## config.mk

```make
export PLATFORM = sky130hd
export DESIGN_NAME = reg_share_arbiter_flat
export DESIGN_NICKNAME = d
export VERILOG_FILES = /design/src/rtl/reg_share_arbiter_if.sv /design/src/rtl/reg_share_arbiter.sv /design/src/flat_wrapper.sv
export SDC_FILE = /design/constraint.sdc
export NUM_CORES = 1
export LEC_CHECK = 0
export CAP_MARGIN = 20
export CORE_MARGIN = 2
export CORE_UTILIZATION = 40
export DETAILED_ROUTE_END_ITERATION = 8
export GPL_ROUTABILITY_DRIVEN = 0
export PLACE_DENSITY_LB_ADDON = 0.25
export SETUP_SLACK_MARGIN = 0.15
export SLEW_MARGIN = 10
export SYNTH_ARGS = -nofsm -noshare
export SYNTH_HDL_FRONTEND = slang
export SYNTH_SLANG_ARGS = --single-unit
export TNS_END_PERCENT = 1
```

## constraint.sdc

```tcl
create_clock -name clk -period 2.6 [get_ports clk]
set_input_delay 0.39 -clock clk [delete_from_list [all_inputs] [get_ports clk]]
set_output_delay 0.39 -clock clk [all_outputs]
set_load 0.02 [all_outputs]
```

## src/rtl/reg_share_arbiter_if.sv

```systemverilog
// Bus bundle for reg_share_arbiter: request/write-data side and grant/ack/register side.
// The lock signal exists only when ARB_LOCK_EN is defined.
interface reg_share_arbiter_if #(
    parameter int N_REQ  = 4,
    parameter int DATA_W = 8,
    parameter int IDX_W  = 2
) ();
    logic [N_REQ-1:0]        req;
    logic [N_REQ*DATA_W-1:0] wdata;
    logic [N_REQ-1:0]        gnt;
    logic [N_REQ-1:0]        ack;
    logic [DATA_W-1:0]       q;
    logic [IDX_W-1:0]        q_owner;
    logic                    busy;
`ifdef ARB_LOCK_EN
    logic                    lock;
`endif

    modport master (
        output req, wdata,
`ifdef ARB_LOCK_EN
        output lock,
`endif
        input  gnt, ack, q, q_owner, busy
    );

    modport slave (
        input  req, wdata,
`ifdef ARB_LOCK_EN
        input  lock,
`endif
        output gnt, ack, q, q_owner, busy
    );
endinterface

```

## src/rtl/reg_share_arbiter.sv

```systemverilog
// Round-robin arbiter sharing one DATA_W-bit register among N_REQ requesters (IDLE/GRANT/WRITE).
// Optional macro ARB_LOCK_EN adds a lock input that keeps re-granting the same requester.
module reg_share_arbiter #(
    parameter int N_REQ  = 4,
    parameter int DATA_W = 8,
    parameter int IDX_W  = 2
) (
    input  logic                 clk,
    input  logic                 rst,
    reg_share_arbiter_if.slave   bus
);
    typedef enum logic [1:0] {
        IDLE  = 2'd0,
        GRANT = 2'd1,
        WRITE = 2'd2
    } state_t;

    state_t              state_q, state_d;
    logic [IDX_W-1:0]    w_q, w_d;
    logic [IDX_W-1:0]    ptr_q, ptr_d;
    logic [N_REQ-1:0]    gnt_q, gnt_d;
    logic [N_REQ-1:0]    ack_q, ack_d;
    logic [DATA_W-1:0]   q_q, q_d;
    logic [IDX_W-1:0]    owner_q, owner_d;
    logic                busy_q, busy_d;

    logic                found_s;
    logic [IDX_W-1:0]    win_s;
    logic [DATA_W-1:0]   wsel_s;
    logic [IDX_W-1:0]    next_ptr_s;

    function automatic logic [N_REQ-1:0] onehot(input logic [IDX_W-1:0] idx);
        logic [N_REQ-1:0] v;
        v      = '0;
        v[idx] = 1'b1;
        return v;
    endfunction

    // Winner search: first set request starting at ptr and wrapping around.
    always_comb begin
        int   idx_v;
        logic hit_v;
        found_s = 1'b0;
        win_s   = '0;
        idx_v   = 0;
        hit_v   = 1'b0;
        for (int k = 0; k < N_REQ; k++) begin
            idx_v = int'(ptr_q) + k;
            if (idx_v >= N_REQ) begin
                idx_v = idx_v - N_REQ;
            end else begin
                idx_v = idx_v;
            end
            hit_v = 1'b0;
            for (int j = 0; j < N_REQ; j++) begin
                if (j == idx_v) begin
                    hit_v = bus.req[j];
                end else begin
                    hit_v = hit_v;
                end
            end
            if (!found_s && hit_v) begin
                found_s = 1'b1;
                win_s   = IDX_W'(idx_v);
            end else begin
                found_s = found_s;
            end
        end
    end

    // Granted requester's write word and the pointer value that follows it.
    always_comb begin
        wsel_s = '0;
        for (int i = 0; i < N_REQ; i++) begin
            if (w_q == IDX_W'(i)) begin
                wsel_s = bus.wdata[i*DATA_W +: DATA_W];
            end else begin
                wsel_s = wsel_s;
            end
        end
        if (int'(w_q) == N_REQ - 1) begin
            next_ptr_s = '0;
        end else begin
            next_ptr_s = w_q + IDX_W'(1);
        end
    end

    // Next-state and next-output logic; gnt/ack default low so each is a single-cycle pulse.
    always_comb begin
        state_d = state_q;
        w_d     = w_q;
        ptr_d   = ptr_q;
        gnt_d   = '0;
        ack_d   = '0;
        q_d     = q_q;
        owner_d = owner_q;
        case (state_q)
            IDLE: begin
                if (found_s) begin
                    w_d     = win_s;
                    gnt_d   = onehot(win_s);
                    state_d = GRANT;
                end else begin
                    state_d = IDLE;
                end
            end
            GRANT: begin
                if (bus.req[w_q]) begin
                    q_d     = wsel_s;
                    owner_d = w_q;
                    ack_d   = onehot(w_q);
                    state_d = WRITE;
                end else begin
                    state_d = IDLE;
                end
            end
            WRITE: begin
`ifdef ARB_LOCK_EN
                if (bus.lock && bus.req[w_q]) begin
                    gnt_d   = onehot(w_q);
                    state_d = GRANT;
                end else begin
                    ptr_d   = next_ptr_s;
                    state_d = IDLE;
                end
`else
                ptr_d   = next_ptr_s;
                state_d = IDLE;
`endif
            end
            default: begin
                state_d = IDLE;
            end
        endcase
        busy_d = (state_d != IDLE);
    end

    // State and output registers; reset abandons any in-flight grant without writing.
    always_ff @(posedge clk) begin
        if (rst) begin
            state_q <= IDLE;
            w_q     <= '0;
            ptr_q   <= '0;
            gnt_q   <= '0;
            ack_q   <= '0;
            q_q     <= '0;
            owner_q <= '0;
            busy_q  <= 1'b0;
        end else begin
            state_q <= state_d;
            w_q     <= w_d;
            ptr_q   <= ptr_d;
            gnt_q   <= gnt_d;
            ack_q   <= ack_d;
            q_q     <= q_d;
            owner_q <= owner_d;
            busy_q  <= busy_d;
        end
    end

    assign bus.gnt     = gnt_q;
    assign bus.ack     = ack_q;
    assign bus.q       = q_q;
    assign bus.q_owner = owner_q;
    assign bus.busy    = busy_q;
endmodule

```

## src/flat_wrapper.sv

```systemverilog
// flat-port wrapper written by rule: the top's interface ports become plain ports
module reg_share_arbiter_flat 
#(
    parameter int N_REQ  = 4,
    parameter int DATA_W = 8,
    parameter int IDX_W  = 2
)
  (clk, rst, bus_req, bus_wdata, bus_gnt, bus_ack, bus_q, bus_q_owner, bus_busy);
  reg_share_arbiter_if #(.N_REQ(N_REQ), .DATA_W(DATA_W), .IDX_W(IDX_W)) bus_i ();
  input  logic clk;
  input  logic rst;
  input wire logic [$bits(bus_i.req)-1:0] bus_req;
  input wire logic [$bits(bus_i.wdata)-1:0] bus_wdata;
  output wire logic [$bits(bus_i.gnt)-1:0] bus_gnt;
  output wire logic [$bits(bus_i.ack)-1:0] bus_ack;
  output wire logic [$bits(bus_i.q)-1:0] bus_q;
  output wire logic [$bits(bus_i.q_owner)-1:0] bus_q_owner;
  output wire logic [$bits(bus_i.busy)-1:0] bus_busy;
  assign bus_i.req = bus_req;
  assign bus_i.wdata = bus_wdata;
  assign bus_gnt = bus_i.gnt;
  assign bus_ack = bus_i.ack;
  assign bus_q = bus_i.q;
  assign bus_q_owner = bus_i.q_owner;
  assign bus_busy = bus_i.busy;
  reg_share_arbiter #(.N_REQ(N_REQ), .DATA_W(DATA_W), .IDX_W(IDX_W)) u_core (.clk(clk), .rst(rst), .bus(bus_i));
endmodule
```

==> impl_metrics.json, run 1 <==
{
  "status": "completed",
  "slew_headroom_pct": 61.34,
  "remaining_drc_errors": 0,
  "die_y_um": 64.55,
  "nNetsFinal": 270,
  "synth_warnings": 0,
  "setup_tns_ps": 0,
  "cts.clk_slew.worst_paths_ps": 140,
  "rsz0062_at_grt": "no",
  "period_minus_slack_ps": 2361,
  "rows": 21,
  "dp_slack_ps": 97.77,
  "syn_area_per_cell_um2": 8.942,
  "cts.sinks": 25,
  "design.core.area_mm2": 0.003416,
  "worstHoldPathCells": 2,
  "cp_max_fo": 7,
  "drv_slew": 0,
  "detail-route-antenna-nets": 0,
  "start_util_pct": 42.93,
  "hold_slack_ps": 510.0,
  "syn2layout_area_growth_pct": 46.16,
  "endpoint_kind": "register",
  "intPower_w": 0.0008085,
  "finClkSkew_ps": 2.641,
  "clkPwrFrac_pct": 13.3,
  "portBuffers": 56,
  "via_per_inst": 5.321,
  "switching_share_pct": 37.90,
  "final_util_pct": 62.75,
  "ys.flop_type": "dfxtp_1",
  "wl_um": 3820,
  "drv_cap": 0,
  "holdBufCountCts": 0,
  "final_hold_viol_count": 0,
  "pwr_density_cell_mw_per_mm2": 607.5,
  "post_cts_buffers": 0,
  "ys_types": 38,
  "fillerInstances": 296,
  "p_switching_w": 0.0004934,
  "grt_pass1_vias": 1339,
  "antenna_cells": 0,
  "cts_tree": "built",
  "arrival_ps": 2620,
  "synth_area_mm2": 0.001466,
  "cp-start-kind": "register",
  "drive_gt1_share_pct": 9.589,
  "clock_path_buffers": 2,
  "tightest_slew_ps": 579.9,
  "drt-wirelength-per-cell_um": 14.42,
  "fin_ws_ps": 239.2,
  "holdPathEnd": "u_core.bus.q[3]",
  "r2r_cells": 8,
  "synth_seq_cells": 25,
  "min-delay-start": "u_core.bus.q[3]",
  "antenna_found_initial": 0,
  "fmax_mhz": 423.6,
  "worst-setup-path-type": "reg -> reg",
  "die-area_mm2": 0.004166,
  "finalCritPeriodShare_pct": 90.80,
  "cp_data_required_time_ps": 2860,
  "cts_root_buf": "clkbuf_4",
  "dpl_cell_area_mm2": 0.002073,
  "r2r_slack_ps": 240,
  "io_pins": 57,
  "grt_max_degree": 19,
  "overflow": 0,
  "dp_hpwl_um": 3002,
  "numCtsBuffers": 3,
  "die_x_um": 64.55,
  "synth_nets": 214,
  "r2r_end": "u_core.bus.gnt[2]",
  "hold_class": "reg -> reg",
  "seqPwrFrac_pct": 37.2,
  "irDropWorstVdd_uv": 311.9,
  "drt_iter0_drc": 120,
  "synthCells": 164,
  "grt_usage_pct": 18.67,
  "timing.rr.start": "u_core.ptr_q[1]",
  "stdcell_area_mm2": 0.002143,
  "leakage_nw": 0.7952,
  "comb_power_share_pct": 49.5,
  "cts.htree.levels": 1,
  "synthArstFlopShare_pct": 0,
  "first_pass_iters": 4,
  "setup_viol": 0,
  "vias": 1410,
  "clk_latency_ps": 310,
  "synth_edf_count": 0,
  "seq_area_frac_synth_pct": 34.13,
  "grt_pass1_wl_um": 6203
}
flip-flops by register name, summed over array words and instances (netlist names):
signal and cells:
u_core.state_q 2, u_core.ptr_q 2, u_core.bus.q_owner 2, u_core.bus.q 8
u_core.bus.ack 4, u_core.bus.gnt 4, u_core.bus.busy 1, u_core.w_q 2
Yosys cell counts, types with 4 or more instances:
cell type  count  area [um2]
a211oi_1      10       75.07
a21oi_1       13       65.06
a221oi_1       7       61.31
and2_1         6       37.54
clkbuf_1       7       26.28
dfxtp_1       25       500.5
ha_1          12       150.1
inv_1          6       22.52
mux2i_1        4       40.04
nor2_1        19       71.32
nor2b_1       12       75.07
nor3_1         7       35.03
layer usage:
| layer | routed length, um | vias to the layer above | track usage, % |
|---|---|---|---|
| li1 | - | 711 | - |
| met1 | 1654 | 625 | 23.13 |
| met2 | 1849 | 68 | 33.20 |
| met3 | 295 | 6 | 5.035 |
| met4 | 21 | 0 | 2.394 |
| met5 | 0 | - | 0 |
cells by family (layout without fill, tap and decap cells):
| kind of cell | count (synthesis) | in the layout | share of synthesized area (%) |
|---|---|---|---|
| adders and majority gates | 12 | 12 | 10.24 |
| and+or+nand+nor | 61 | 61 | 23.21 |
| AOI/OAI and AO/OA | 48 | 48 | 25.77 |
| xor gates and xnor gates | 1 | 1 | 0.5974 |
| buffers and inverters | 13 | 68 | 3.328 |
| muxes | 4 | 4 | 2.730 |
| DFF | 25 | 25 | 34.13 |
repair_timing:
| action | CTS | global route |
|---|---|---|
| setup endpoints to repair | 6 | 6 |
| pin swaps | 0 | 1 |
| endpoints found under the hold margin | 0 | 0 |
| resized for setup | 3 | 7 |
worst max path at each step:
| stage | from | end | slack, ps | cells after the start |
|---|---|---|---|---|
| after floorplan | u_core.ptr_q[0] | u_core.bus.gnt[3] | 380 | 8 |
| after global placement | bus_req[1] | u_core.bus.gnt[3] | 220 | 7 |
| after detailed placement | u_core.ptr_q[0] | u_core.bus.gnt[2] | 100 | 8 |
| after CTS | u_core.ptr_q[0] | u_core.bus.gnt[2] | 200 | 8 |
| after global routing | u_core.ptr_q[1] | u_core.bus.gnt[2] | 150 | 8 |
| final | u_core.ptr_q[1] | u_core.bus.gnt[2] | 240 | 8 |
per-stage QoR:
step | power, W | cells
5_1_grt | 0.001399 | 265
6_report | 0.001302 | 265
3_3_place_gp | 0.001105 | 261
2_1_floorplan | 0.0008924 | 164
3_5_place_dp | 0.001126 | 261
4_1_cts | 0.001303 | 265
cells in the final DEF (no fill, tap or decap), types with 3 or more instances in the layout:
| master | instances |
|---|---|
| a211oi_1 | 10 |
| nor3b_1 | 3 |
| inv_1 | 6 |
| nor2b_1 | 12 |
| clkbuf_4 | 3 |
| dfxtp_1 | 23 |
| nor2_1 | 19 |
| nand2_1 | 3 |
| clkdlybuf4s50_1 | 56 |
| a21oi_1 | 13 |
| mux2i_1 | 4 |
| ha_1 | 9 |
| nor3_1 | 7 |
| a221oi_1 | 7 |
| and2_1 | 6 |
| nand3b_1 | 3 |
layout make-up:
type | count | area, um2 | area share [%]
multi-input cells | 126 | 949.7 | 44.31
clock inverters | 1 | 7.507 | 0.3503
flip-flops and latches | 25 | 508.0 | 23.70
well taps | 46 | 57.56 | 2.685
clock buffers | 3 | 22.52 | 1.051
inverters | 6 | 22.52 | 1.051
repair buffers | 58 | 575.6 | 26.85
worst max-delay path, stage by stage, from the launching register on:
cell      delay, ps
dfxtp_4         410
inv_1           140
ha_4            220
nand3b_1        180
a211oi_2        350
o21ba_2         240
a311o_4         440
nor3_2          180
nor2b_1         150
power by group through the flow:
stage                     Sequential, W  Clock, W  Combinational [W]
final                          0.000484  0.000174           0.000644
after floorplan                0.000531         0           0.000361
after CTS                      0.000485  0.000181           0.000637
after global routing           0.000493  0.000202           0.000703
after detailed placement       0.000492         0           0.000634
after global placement         0.000490         0           0.000616
Power figures use the tool's default switching activity.
==> run 2: changes to the inputs <==
--- a/config.mk
+++ b/config.mk
@@ -16,4 +16,4 @@
 export SYNTH_ARGS = -nofsm -noshare
 export SYNTH_HDL_FRONTEND = slang
 export SYNTH_SLANG_ARGS = --single-unit
-export TNS_END_PERCENT = 1
+export TNS_END_PERCENT = 100
==> results of run 2 <==
Same layout as run 1: the final DEF is identical, and so are final timing and power.
==> run 3: changes to the inputs <==
--- a/config.mk
+++ b/config.mk
@@ -6,8 +6,7 @@
 export NUM_CORES = 1
 export LEC_CHECK = 0
 export CAP_MARGIN = 20
-export CORE_MARGIN = 2
-export CORE_UTILIZATION = 40
+export CORE_UTILIZATION = 39
 export DETAILED_ROUTE_END_ITERATION = 8
 export GPL_ROUTABILITY_DRIVEN = 0
 export PLACE_DENSITY_LB_ADDON = 0.25
==> constraint.sdc (replaced) <==
create_clock -name clk -period 1.95 [get_ports clk]
set_input_delay 0.2925 -clock clk [delete_from_list [all_inputs] [get_ports clk]]
set_output_delay 0.2925 -clock clk [all_outputs]
set_load 0.02 [all_outputs]
==> run 3 against run 2 <==
Effect of this change: the run now ends with setup timing left; cell count increased by 9.1%; die area decreased by 3.8%; critical path depth increased by 2; fmax increased by 14%; clock power increased by 81%; worst hold slack got worse by 3.9 ps; setup slack got worse by 360 ps; routed wire length increased by 6.7%; clock skew increased by 1.6 ps; power increased by 56%; via count increased by 7.7%; critical path type unchanged.
==> impl_metrics.json, run 3 (synthesis results as in run 1) <==
{
  "clk_latency_ps": 270,
  "r2r_cells": 10,
  "hold_class": "reg -> reg",
  "failed_checks": "setup timing",
  "finalCritPeriodShare_pct": 106.2,
  "max_stage_delay_ps": 380,
  "detail-route-antenna-nets": 0,
  "fmax_mhz": 482.7,
  "crit_path_cell_trace": "inv_4 > ha_4 > nor3b_1 > a211oi_2 > buf_4 > o32ai_2 > xnor2_2 > buf_4 > nor3_4 > nor2b_2",
  "antenna_cells": 0,
  "largest_reg_flops": 8,
  "vias": 1518,
  "stdcell_count": 289,
  "portBuffers": 56,
  "drv_slew": 0,
  "die-area_mm2": 0.004009,
  "cts.sinks": 25,
  "remaining_drc_errors": 0,
  "finClkSkew_ps": 4.195,
  "holdPathEnd": "u_core.bus.q[5]",
  "die_y_um": 63.32,
  "cp_slowest_cell": "dfxtp_4",
  "tightest_slew_ps": 570.2,
  "cp_data_required_time_ps": 2120,
  "dr_wl_met2_um": 1985,
  "holdBufCountCts": 0,
  "grt_pass1_wl_um": 6575,
  "die_x_um": 63.32,
  "drv_cap": 0,
  "timing.rr.start": "u_core.ptr_q[1]",
  "cts_tree": "built",
  "path_common_cell": "buf_4",
  "cts.htree.levels": 1,
  "min-delay-start": "u_core.bus.q[5]",
  "worst-setup-path-type": "reg -> reg",
  "first_pass_iters": 4,
  "irDropWorstVdd_uv": 451.0,
  "cp_max_fo": 7,
  "cts.clk_slew.worst_paths_ps": 90,
  "endpoint_kind": "register",
  "intPower_w": 0.001295,
  "r2r_slack_ps": -120,
  "switching_share_pct": 36.34,
  "grt_pass1_vias": 1450,
  "period_minus_slack_ps": 2072,
  "setup_viol": 7,
  "drt-wirelength-per-cell_um": 14.10,
  "slew_headroom_pct": 61.99,
  "numCtsBuffers": 3,
  "fillerInstances": 261,
  "clkPwrFrac_pct": 15.5,
  "r2r_end": "u_core.bus.gnt[2]",
  "grt_usage_pct": 20.64,
  "met3_length_um": 240,
  "grt_max_degree": 19,
  "overflow": 0,
  "final_common_cell": "clkdlybuf4s50_1",
  "rsz0062_at_grt": "yes",
  "dpl_cell_area_mm2": 0.002315,
  "setup_tns_ps": -620.9,
  "start_util_pct": 42.28,
  "clock_path_buffers": 2,
  "antenna_found_initial": 0,
  "final_hold_viol_count": 0,
  "dp_slack_ps": -340.2,
  "drive_gt1_share_pct": 26.34,
  "design.core.area_mm2": 0.003468,
  "cts_root_buf": "clkbuf_8",
  "worstHoldPathCells": 2,
  "io_pins": 57,
  "leakage_nw": 0.9990,
  "arrival_ps": 2250,
  "dp_hpwl_um": 3209,
  "pwr_density_cell_mw_per_mm2": 812.1,
  "comb_power_share_pct": 53.4,
  "syn2layout_area_growth_pct": 70.82,
  "cp-startpoint": "u_core.ptr_q[1]",
  "most-common-layout-cells": "clkdlybuf4s50_1 (54), buf_4 (23), dfxtp_1 (23), nor2_1 (19), a21oi_1 (12)",
  "stdcell_area_mm2": 0.002505,
  "rows": 21,
  "wl_met1_um": 1795,
  "drt_iter0_drc": 39,
  "wl_um": 4076,
  "cp-start-kind": "register",
  "dr.max_layer_used": "met4",
  "p_switching_w": 0.0007393,
  "nNetsFinal": 294,
  "via_per_inst": 5.253,
  "fin_ws_ps": -121.9,
  "seqPwrFrac_pct": 31.1,
  "status": "complete, but fails checks",
  "place_inst": 281
}
==> run 3: final cells by class <==
class	instances	area, um2	share of cell area (%)
clock buffers	3	41.29	1.648
clock inverters	1	6.256	0.2498
inverters	6	30.03	1.199
multi-input cells	126	1081	43.16
flip-flops and latches	25	508.0	20.28
well taps	46	57.56	2.298
repair buffers	82	780.7	31.17
==> run 3: how the worst max path moves through the flow <==
stage | slack, ps | cells after the start | to
detailed placement | -340 | 7 | u_core.bus.gnt[3]
global route | -200 | 10 | u_core.bus.gnt[2]
floorplan | -20 | 7 | u_core.bus.gnt[3]
finish | -120 | 10 | u_core.bus.gnt[2]
CTS | -110 | 8 | u_core.bus.gnt[2]
global placement | -220 | 7 | u_core.bus.gnt[1]
==> run 3: what timing repair did <==
action / CTS / global route
pin swaps: 5 / 14
buffers inserted: 2 / 2
gates resized for setup: 3 / 22
setup endpoints to repair: 13 / 17
==> run 3: layer usage <==
layer / track usage (%) / up-vias
li1: - / 758
met1: 24.03 / 693
met2: 35.77 / 57
met3: 5.616 / 10
met4: 7.386 / 0
met5: 0 / -
==> run 3: metrics by stage <==
stage,power [W],hold WS (ps),util [%]
after global placement,0.001584,478.9,66.74
after floorplan,0.001216,508.6,-
final,0.002034,506.2,72.22
after CTS,0.001952,508.2,68.94
after global routing,0.002166,528.1,72.22
after detailed placement,0.001606,493.7,66.74
==> run 3: critical path: cells and delay by family (launching register included) <==
family | cells | cell delay (ps)
and+or+nand+nor | 3 | 460
buffers and inverters | 3 | 390
DFF | 1 | 380
AOI/OAI and AO/OA | 2 | 380
adders and majority gates | 1 | 190
xor gates and xnor gates | 1 | 180
==> run 3: power by group through the flow <==
stage | combinational (W) | clock [W] | sequential [W]
2_1_floorplan | 0.000506 | 0 | 0.000711
3_3_place_gp | 0.000946 | 0 | 0.000638
3_5_place_dp | 0.000963 | 0 | 0.000643
4_1_cts | 0.000997 | 0.000323 | 0.000632
5_1_grt | 0.00117 | 0.000349 | 0.000642
6_report | 0.00109 | 0.000315 | 0.000633
